## src/rtl/onc_fetch_unit.sv

```systemverilog
// onc_fetch_unit: ONC-16 instruction-fetch front end.
// Address generator, one-deep in-flight request tracker and a DEPTH-entry
// prefetch FIFO between synchronous instruction memory and decode.
module onc_fetch_unit #(
    parameter int                ADDR_W   = 16,
    parameter int                INST_W   = 16,
    parameter int                DEPTH    = 4,
    parameter logic [ADDR_W-1:0] RESET_PC = '0
) (
    input  logic                       clock,
    input  logic                       n_rst,
    output logic [ADDR_W-1:0]          imem_addr,
    output logic                       imem_re,
    input  logic [INST_W-1:0]          imem_din,
    input  logic                       redirect,
    input  logic [ADDR_W-1:0]          redirect_pc,
    input  logic                       id_ready,
    output logic                       id_valid,
    output logic [INST_W-1:0]          id_inst,
    output logic [ADDR_W-1:0]          id_pc,
    output logic [$clog2(DEPTH):0]     count
);

    localparam int PTR_W = $clog2(DEPTH);
    localparam int CNT_W = PTR_W + 1;

    typedef struct packed {
        logic [INST_W-1:0] inst;
        logic [ADDR_W-1:0] pc;
    } entry_t;

    logic [ADDR_W-1:0] fetch_pc;
    logic              req_q;
    logic [ADDR_W-1:0] req_pc;
    logic [PTR_W-1:0]  rd_ptr;
    logic [PTR_W-1:0]  wr_ptr;
    logic [CNT_W-1:0]  cnt_q;
    entry_t            mem [DEPTH];

    logic [CNT_W-1:0]  occ;
    logic              push;
    logic              pop;

    // Issue/capture/pop decisions; the issue check deliberately ignores a
    // same-cycle pop so the request path stays short.
    always_comb begin
        occ       = cnt_q + CNT_W'(req_q);
        imem_re   = !redirect && (occ < CNT_W'(DEPTH));
        push      = req_q && !redirect;
        pop       = id_valid && id_ready && !redirect;
        imem_addr = fetch_pc;
    end

    assign id_valid = (cnt_q != '0);
    assign id_inst  = mem[rd_ptr].inst;
    assign id_pc    = mem[rd_ptr].pc;
    assign count    = cnt_q;

    // Fetch address, in-flight tracking, pointers and occupancy; redirect
    // wins over issue, capture and pop in the same cycle.
    always_ff @(posedge clock or negedge n_rst) begin
        if (!n_rst) begin
            fetch_pc <= RESET_PC;
            req_q    <= 1'b0;
            req_pc   <= '0;
            rd_ptr   <= '0;
            wr_ptr   <= '0;
            cnt_q    <= '0;
        end else if (redirect) begin
            fetch_pc <= redirect_pc;
            req_q    <= 1'b0;
            rd_ptr   <= '0;
            wr_ptr   <= '0;
            cnt_q    <= '0;
        end else begin
            if (imem_re) begin
                req_q    <= 1'b1;
                req_pc   <= fetch_pc;
                fetch_pc <= fetch_pc + ADDR_W'(1);
            end else begin
                req_q    <= 1'b0;
            end
            if (push) wr_ptr <= wr_ptr + PTR_W'(1);
            if (pop)  rd_ptr <= rd_ptr + PTR_W'(1);
            if (push && !pop)      cnt_q <= cnt_q + CNT_W'(1);
            else if (pop && !push) cnt_q <= cnt_q - CNT_W'(1);
        end
    end

    // FIFO storage: the returning word is tagged with the PC it was fetched from.
    always_ff @(posedge clock or negedge n_rst) begin
        if (!n_rst) begin
            for (int i = 0; i < DEPTH; i++) mem[i] <= '0;
        end else if (push) begin
            mem[wr_ptr] <= '{inst: imem_din, pc: req_pc};
        end
    end

endmodule
```

## config.mk

```make
export PLATFORM = sky130hd
export DESIGN_NAME = onc_fetch_unit
export DESIGN_NICKNAME = d
export VERILOG_FILES = /design/src/rtl/onc_fetch_unit.sv
export SDC_FILE = /design/constraint.sdc
export NUM_CORES = 1
export LEC_CHECK = 0
export ABC_AREA = 1
export CORE_MARGIN = 2
export CORE_UTILIZATION = 35
export CTS_CLUSTER_DIAMETER = 50
export DETAILED_ROUTE_END_ITERATION = 8
export SYNTH_ARGS = -nofsm -noshare
export SYNTH_HDL_FRONTEND = slang
export SYNTH_SLANG_ARGS = --single-unit
```

## constraint.sdc

```tcl
create_clock -name clock -period 2 [get_ports clock]
set_clock_uncertainty 0.15 [all_clocks]
set_input_delay 0.3 -clock clock [delete_from_list [all_inputs] [get_ports clock]]
set_output_delay 0.3 -clock clock [all_outputs]
set_load 0.02 [all_outputs]
```

Word level (Yosys, flattened, before mapping)
Index checks and enable logic that the tools add are counted.

word-level totals
  register bits = 168
  bits of input ports = 36
  output and inout bits = 53
  logic and storage cells = 60

operators by class
  add/subtract/negate cells = 6
  order comparisons = 4
  muxes and demuxes = 17
  bitwise logic cells = 3
  reductions and logical operators = 16

operator list
  operator                 number
  $bwmux W128              1
  $mux W32                 3
  $bmux W32 S2             1
  $demux W32 S2            1
  $mux W16                 2
  $add A16 B1 Y16 const B  1
  $mux W3                  3
  $mux W2                  4
  $logic_and A1 B1 Y1      7
  $ge A3 B3 Y1 const B     2
  $not A2 Y3               2
  $reduce_bool A2 Y1       3
  $reduce_bool A3 Y1       2
  $add A2 B1 Y2 const B    2
  $add A3 B1 Y3            1
  $add A3 B1 Y3 const B    1
  $logic_not A1 Y1         3
  $lt A3 B1 Y1 const B     1
  $lt A3 B3 Y1 const B     1
  $sub A3 B1 Y3 const B    1
  $mux W1                  2
  $reduce_and A2 Y1        1
  $not A1 Y1               1

Logic depth before layout (Yosys ltp)
Gate-level depths: netlist (run 1).

  word-level depth = 7
  mapped depth = 12
  depth with buffers taken out = 12

Least setup slack after synthesis (run 1)
Ideal clock, no wire load.

  path kind = reg-to-reg
  from = register cnt_q[0], in the netlist count[0]
  to = register cnt_q[2], in the netlist count[2]
  library setup time = 118 ps
  arrival time = 1,957 ps
  data required time = 1,732 ps
  path slack = -225 ps
  stages on the path, launching flop included = 13
  buffers on the path = 0
  clock period less this slack = 2,225 ps
  cell sequence = dfrtp_1 -> inv_1 -> nand3_1 -> nand2_2 -> nand2_2 -> inv_1 -> fa_1 -> xnor2_1 -> inv_1 -> nand2_1 -> nand2_1 -> nand3_1 -> nand2_1

on the way
  word-level cells in the longest chain between the ends = 7
  elaborated cells on any way between the ends = 12
  classes of those cells = add/sub (2); mux (3); reduce/logical (7)

RTL lines
  element                               RTL line  text
  from (decl)                           37        logic [CNT_W-1:0] cnt_q;
  from (signal assigned)                85        if (push && !pop) cnt_q <= cnt_q + CNT_W'(1);
  from (signal assigned)                86        else if (pop && !push) cnt_q <= cnt_q - CNT_W'(1);
  $reduce_bool A3 Y1 (*)                54        assign id_valid = (cnt_q != '0);
  net id_valid                          18        output logic id_valid,
  $logic_and A1 B1 Y1 (*) (2 in a row)  50        pop = id_valid && id_ready && !redirect;
  $logic_not A1 Y1                      85
  $logic_and A1 B1 Y1                   85
  $mux W3                               85
  $mux W3                               69        end else if (redirect) begin

Mark *: on every way through the listed nets, which the timed path passes. The rest lies on a longest branch. The select of a mux whose other input is x is not followed.
A chain may end at the register's enable or synchronous reset.

Final worst setup path (run 1)
  from = register rd_ptr[0]
  to = output port id_pc[5]

on the way
  word-level cells in the longest chain between the ends = 4

RTL lines
  element                                      RTL line  text
  from (decl)                                  35        logic [PTR_W-1:0] rd_ptr;
  from (signal assigned)                       84        if (pop) rd_ptr <= rd_ptr + PTR_W'(1);
  $not A2 Y3 (not written as such)             56        assign id_pc = mem[rd_ptr].pc;
  $bmux W32 S2                                 56
  $mux W32 (not written as such) (2 in a row)  56
  to (decl)                                    20        output logic [ADDR_W-1:0] id_pc,

No other way between the ends. The select of a mux whose other input is x is not followed.

==> out/qor.yml, run 1 <==
floorplan:
  core-area_um2: 21600
  initial_core_util: 0.353
  die_h_um: 152
  die-area_um2: 23000
  num_rows: 54
  io_pins: 89
  die_w_um: 152
global_routing:
  grtUsageMet2: 0.271
  grt_start_max_net_pins: 52
  grtUsageMet3: 0.0353
  grt_use_total: 0.178
  grt_pass1_vias: 6230
  grt_pass1_wl_mm: 32.2
  grt_most_used_layer: "met2"
  grt_overflow_total: 0
  grt_antenna_before_repair: 0
  grtUsageMet1: 0.259
finish:
  drive_gt1_frac: 0.196
  n_fill_cell: 2129
  design_area_um2: 10300
  area_delta_synth_final_pct: 34.4
  final_cells: 1322
  multi_input_area_um2: 3180
  fin_nets: 1071
  final_core_util: 0.474
  regArea_um2: 4210
  antennaDiodeCount: 0
pwr:
  total_leakage_power_uw: 0.00495
  power.density_nw_per_um2: 1450
  irDropWorstVdd_mv: 0.588
  power.total_uw: 14900
yosys:
  syn_area_per_cell_um2: 8.42
  ys_top_cells_by_area: "dfrtp_1, o21ai_0, nand2_1, nor2_1, inv_1"
  synth_cells: 906
  synth_top_area_frac: 0.551
  synth_top_cell_by_area: "dfrtp_1"
  ys_seq_area_frac: 0.551
  synth_edf_count: 0
  synthArstFlopShare: 1.00
  yosys_warnings: 0
  synth.distinct_cells: 32
  synth_seq_cells: 168
  yosysMostFrequentCell: "nand2_1"
  yosys-top-cells-count: "nand2_1, o21ai_0, dfrtp_1"
  syn_nets: 948
  synth_area_um2: 7630
  synth_top_flop_cell: "dfrtp_1"
placed_design:
  dpl.cell_count: 1280
  portBuffers: 88
  place_congestion: 0.824
  dpl-instance-area_um2: 9280
  hpwl_mm: 12.9
timing:
  rsz0062_at_grt: "true"
  timing.final.ws_setup_ps: -140
  finalSetupTns_ps: -2560
  slew-limit-headroom: 0.648
  final-hold-violation-count: 0
  fin_crit_ps: 2140
  clock.fmax_mhz: 467
  fin_crit_sh: 1.07
  setup_viol: 32
  maxSlewViolCount: 0
  tightest_slew_ps: 528
hold_path:
  hp-class: "input pin to async pin"
routing:
  drcViolationCount: 0
  post_drt_wl_per_cell_um: 14.7
  viasPerCell: 4.78
  drt_iter0_drc: 298
  wl_mm: 19.4
  drt-pass1-iter-count: 4
  antenna_left: 0
  num_vias: 6315
clocking:
  cts_tree: "yes"
  insertion_delay_ps: 420
  clock_path_buffers: 2
  h-tree-depth: 4
  cts_inserted_buffers: 17
  clkTransAtPathRegs_ps: 70
  clock_sinks: 168
  cts-root-buf: "clkbuf_16"
worst_setup_path:
  max_stage_delay_ps: 480
  critPathKind: "register to output port"
  required_ps: 1550
  critical_path.endpoint_type: "output port"
  cp_common_cell: "buf_4"
  crit_arrival_ps: 1690
  start_kind: "register"
  crit_slowest_cell: "dfrtp_2"
  critPathMaxFanout: 6
  cp_cell_sequence: "inv_8 > buf_12 > buf_4 > nor2_1 > o22ai_1 > buf_4"
run_status:
  violations: "negative setup slack"
  outcome: "finished, violations left"
run:
  maxCapViolCount: 0
per-layer routing:
layer,vias up,wire length [um]
li1,3241,-
met1,2935,9730
met2,124,8700
met3,15,741
met4,0,218
met5,-,0
timing repair:
action | 4_1_cts | 5_1_grt
setup endpoints to repair | 38 | 43
endpoints found under the hold margin | 45 | 0
setup buffers | 5 | 3
cloned | 1 | 2
gates resized for setup | 210 | 94
pin swaps | 3 | 14
hold buffers | 1 | 0
worst paths after layout:
kind | from | end | slack, ps | cells after the start
hold reg to reg | mem[79] | mem[79] | 330 | 2
min in group clock | redirect_pc[7] | imem_addr[7] | 280 | 3
hold / removal | n_rst | count[0] | 240 | 2
setup reg to reg | req_q | count[2] | 190 | 12
max in group asynchronous | n_rst | mem[55] | 840 | 3
setup / recovery | rd_ptr[0] | id_pc[5] | -140 | 6
metrics by stage:
stage               hold slack (ps)  setup slack [ps]
global placement                150              -169
floorplan                      -146              1.51
global route                    274              -190
CTS                             255              -174
detailed placement              150              -207
finish                          244              -140
power by group:
part           internal [uW]  switching (uW)
clock                   1650            1500
sequential              4750             909
combinational           2700            3400
flip-flops by register name, indices dropped and copies added, names as in the netlist:
| register | cells |
|---|---|
| mem | 128 |
| imem_addr | 16 |
| req_pc | 16 |
| count | 3 |
| rd_ptr | 2 |
| wr_ptr | 2 |
| req_q | 1 |
cell type report:
class / instances / area share
clock inverter: 14 / 0.0129
tap: 280 / 0.0342
inverter: 68 / 0.0256
clock buffer: 18 / 0.0418
sequential: 168 / 0.410
timing repair buffer: 155 / 0.165
multi-input combinational: 619 / 0.310
worst max-delay path, delay by kind of cell (launching register included):
family | cells | cell delay, ps
buffers and inverters | 4 | 560
AND/OR/NAND/NOR | 1 | 30
flip-flops | 1 | 480
AO/OA/AOI/OAI | 1 | 200
cells in the final DEF (no fill, tap or decap), types with 8 or more instances in the layout:
cell type and instances:
o21ai_0 162, o22ai_1 19, nand2_1 206, dfrtp_1 164, clkdlybuf4s50_1 41, nor2_1 75
inv_1 61, buf_6 18, o21ai_1 30, o22ai_2 11, clkbuf_16 19, dlymetal6s2s_1 8
buf_12 20, buf_4 54, nor2_2 11, nand3_1 33, o21ai_2 15
cells by family after synthesis:
family                   count (synthesis)  synth area share
XOR/XNOR                                 5           0.00574
AND/OR/NAND/NOR                        355             0.194
buffers and inverters                  119            0.0656
adder cells (fa/ha/maj)                  6            0.0108
flip-flops                             168             0.551
multiplexers                             1           0.00131
AO/OA/AOI/OAI                          252             0.172
Power figures use the tool's default switching activity.
==> run 2: changes to the inputs <==
--- a/config.mk
+++ b/config.mk
@@ -10,6 +10,7 @@
 export CORE_UTILIZATION = 35
 export CTS_CLUSTER_DIAMETER = 50
 export DETAILED_ROUTE_END_ITERATION = 8
+export GPL_TIMING_DRIVEN = 0
 export SYNTH_ARGS = -nofsm -noshare
 export SYNTH_HDL_FRONTEND = slang
 export SYNTH_SLANG_ARGS = --single-unit
==> out/qor.yml, run 2 (synthesis gave the netlist of run 1 again) <==
global_routing:
  grt_pass1_vias: 6631  # +6.4%
  grt_overflow_total: 0  # unchanged
  grt_antenna_before_repair: 0  # unchanged
  grt_use_total: 0.201  # +0.0227
  grt_start_max_net_pins: 94  # +81%
  grt_pass1_wl_mm: 35.7  # +11%
clocking:
  cts-root-buf: "clkbuf_16"
  h-tree-depth: 4  # unchanged
  cts_tree: "yes"
  clock_sinks: 168  # unchanged
  insertion_delay_ps: 430  # about the same
  clkTransAtPathRegs_ps: 70  # about the same
  cts_inserted_buffers: 17  # unchanged
  clock_path_buffers: 2  # unchanged
timing:
  maxSlewViolCount: 0  # unchanged
  tightest_slew_ps: 750  # +223 ps
  timing.hold.ws_ps: 278  # +33.5 ps
  final-hold-violation-count: 0  # unchanged
  finalSetupTns_ps: -6310  # -3750 ps
  slew-limit-headroom: 0.500  # -0.148
  setup_viol: 32  # unchanged
  fin_crit_sh: 1.14  # +0.0664
  clock.fmax_mhz: 440  # -5.8%
  rsz0062_at_grt: "true"
  timing.final.ws_setup_ps: -272  # -133 ps
  fin_crit_ps: 2270  # +133 ps
run:
  maxCapViolCount: 0  # unchanged
finish:
  area_delta_synth_final_pct: 35.0
  drive_gt1_frac: 0.214  # +0.0184
  mostFrequentLayoutCells: "nand2_1, o21ai_0, dfrtp_1, nor2_1, inv_1"
  largest_reg_flops: 128  # unchanged
  regMostFlops: "mem"
  n_fill_cell: 2138  # +0.42%
  antennaDiodeCount: 0  # unchanged
  fin_nets: 1089  # +1.7%
  final_common_cell: "nand2_1"
floorplan:
  die_h_um: 152  # unchanged
  num_rows: 54  # unchanged
  io_pins: 89  # unchanged
  core-area_um2: 21600  # unchanged
  initial_core_util: 0.353  # unchanged
  die_w_um: 152  # unchanged
  die-area_um2: 23000  # unchanged
worst_setup_path:
  crit_arrival_ps: 1820  # +130 ps
  required_ps: 1550  # about the same
  crit_slowest_cell: "dfrtp_1"
  max_stage_delay_ps: 420  # -60 ps
  reg2reg_slack_ps: 40  # -150 ps
  cp_cell_sequence: "buf_4 > clkbuf_2 > o21ai_0 > o22ai_2 > buf_4"
  critical_path.endpoint_type: "output port"
  critPathKind: "register to output port"
  cp_common_cell: "buf_4"
  start_kind: "register"
  critPathMaxFanout: 10  # +4
placed_design:
  place_ws_ps: -688  # -481 ps
  portBuffers: 88  # unchanged
  hpwl_mm: 14.3  # +11%
  place_congestion: 0.843  # +2.3%
routing:
  antenna_left: 0  # unchanged
  wl_mm: 22.6  # +17%
  viasPerCell: 5.12  # +7.2%
  drt-pass1-iter-count: 7  # +3
  num_vias: 6859  # +8.6%
  drt_iter0_drc: 374  # +26%
  post_drt_wl_per_cell_um: 16.9  # +15%
  drcViolationCount: 0  # unchanged
run_status:
  outcome: "finished, violations left"
  violations: "negative setup slack"
hold_path:
  hp-class: "input pin to register"
pwr:
  power.density_nw_per_um2: 1490  # +2.4%
  irDropWorstVdd_mv: 0.586  # -0.31%
  total_leakage_power_uw: 0.00494  # -0.14%
run 2: per-layer routing:
metal	routed length [um]	up-vias	part of all wire	track usage
met2	10600	214	0.47	0.315
met5	0	-	0	0
met1	10200	3349	0.45	0.281
met3	1460	27	0.065	0.0458
li1	-	3269	-	-
met4	320	0	0.014	0.0556
run 2: power breakdown:
part	internal (uW)	total [uW]	switching [uW]
Sequential	4750	5650	895
Combinational	2830	6500	3660
Clock	1750	3190	1440
run 2: per-stage QoR:
step | total power [uW] | utilization | instances | area, um2
global route | 16300 | 0.477 | 1340 | 10300
floorplan | 8690 | - | 906 | 7640
CTS | 14500 | 0.450 | 1329 | 9730
global placement | 10900 | 0.410 | 1274 | 8870
finish | 15300 | 0.477 | 1340 | 10300
detailed placement | 11100 | 0.412 | 1275 | 8900
run 2: final timing paths:
path                                start           end  cells after the start
max                             rd_ptr[0]      id_pc[5]                      5
min                        redirect_pc[7]  imem_addr[7]                      3
max reg2reg                      count[2]  imem_addr[0]                     10
min reg2reg                       mem[34]       mem[34]                      2
max in group asynchronous           n_rst       mem[12]                      3
min in group asynchronous           n_rst      count[1]                      2
run 2: repair_timing:
action / 4_1_cts / 5_1_grt
hold endpoints to repair: 92 / 0
setup buffers: 19 / 8
resized for setup: 240 / 134
setup endpoints to repair: 39 / 65
hold buffers: 1 / 0
pin swaps: 19 / 34
cloned: 2 / 4
run 2: layout make-up:
cell class,instances,area (um2),share of cell area
timing repair buffer,123,1270,0.123
buffer,50,365,0.0355
clock buffer,18,439,0.0426
clock inverter,14,125,0.0121
sequential,168,4210,0.409
multi-input combinational,619,3280,0.318
inverter,68,265,0.0257
tap,280,350,0.0340
run 2: worst max-delay path: cells and delay by family (launching register included):
family	cells	cell delay [ps]
buffers and inverters	3	530
AO/OA/AOI/OAI	2	440
flip-flops	1	420
==> run 3: changes to the inputs <==
--- a/config.mk
+++ b/config.mk
@@ -11,6 +11,7 @@
 export CTS_CLUSTER_DIAMETER = 50
 export DETAILED_ROUTE_END_ITERATION = 8
 export GPL_TIMING_DRIVEN = 0
+export SLEW_MARGIN = 15
 export SYNTH_ARGS = -nofsm -noshare
 export SYNTH_HDL_FRONTEND = slang
 export SYNTH_SLANG_ARGS = --single-unit
==> results of run 3 <==
The final DEF is identical to that of run 2; final timing and power are the same.
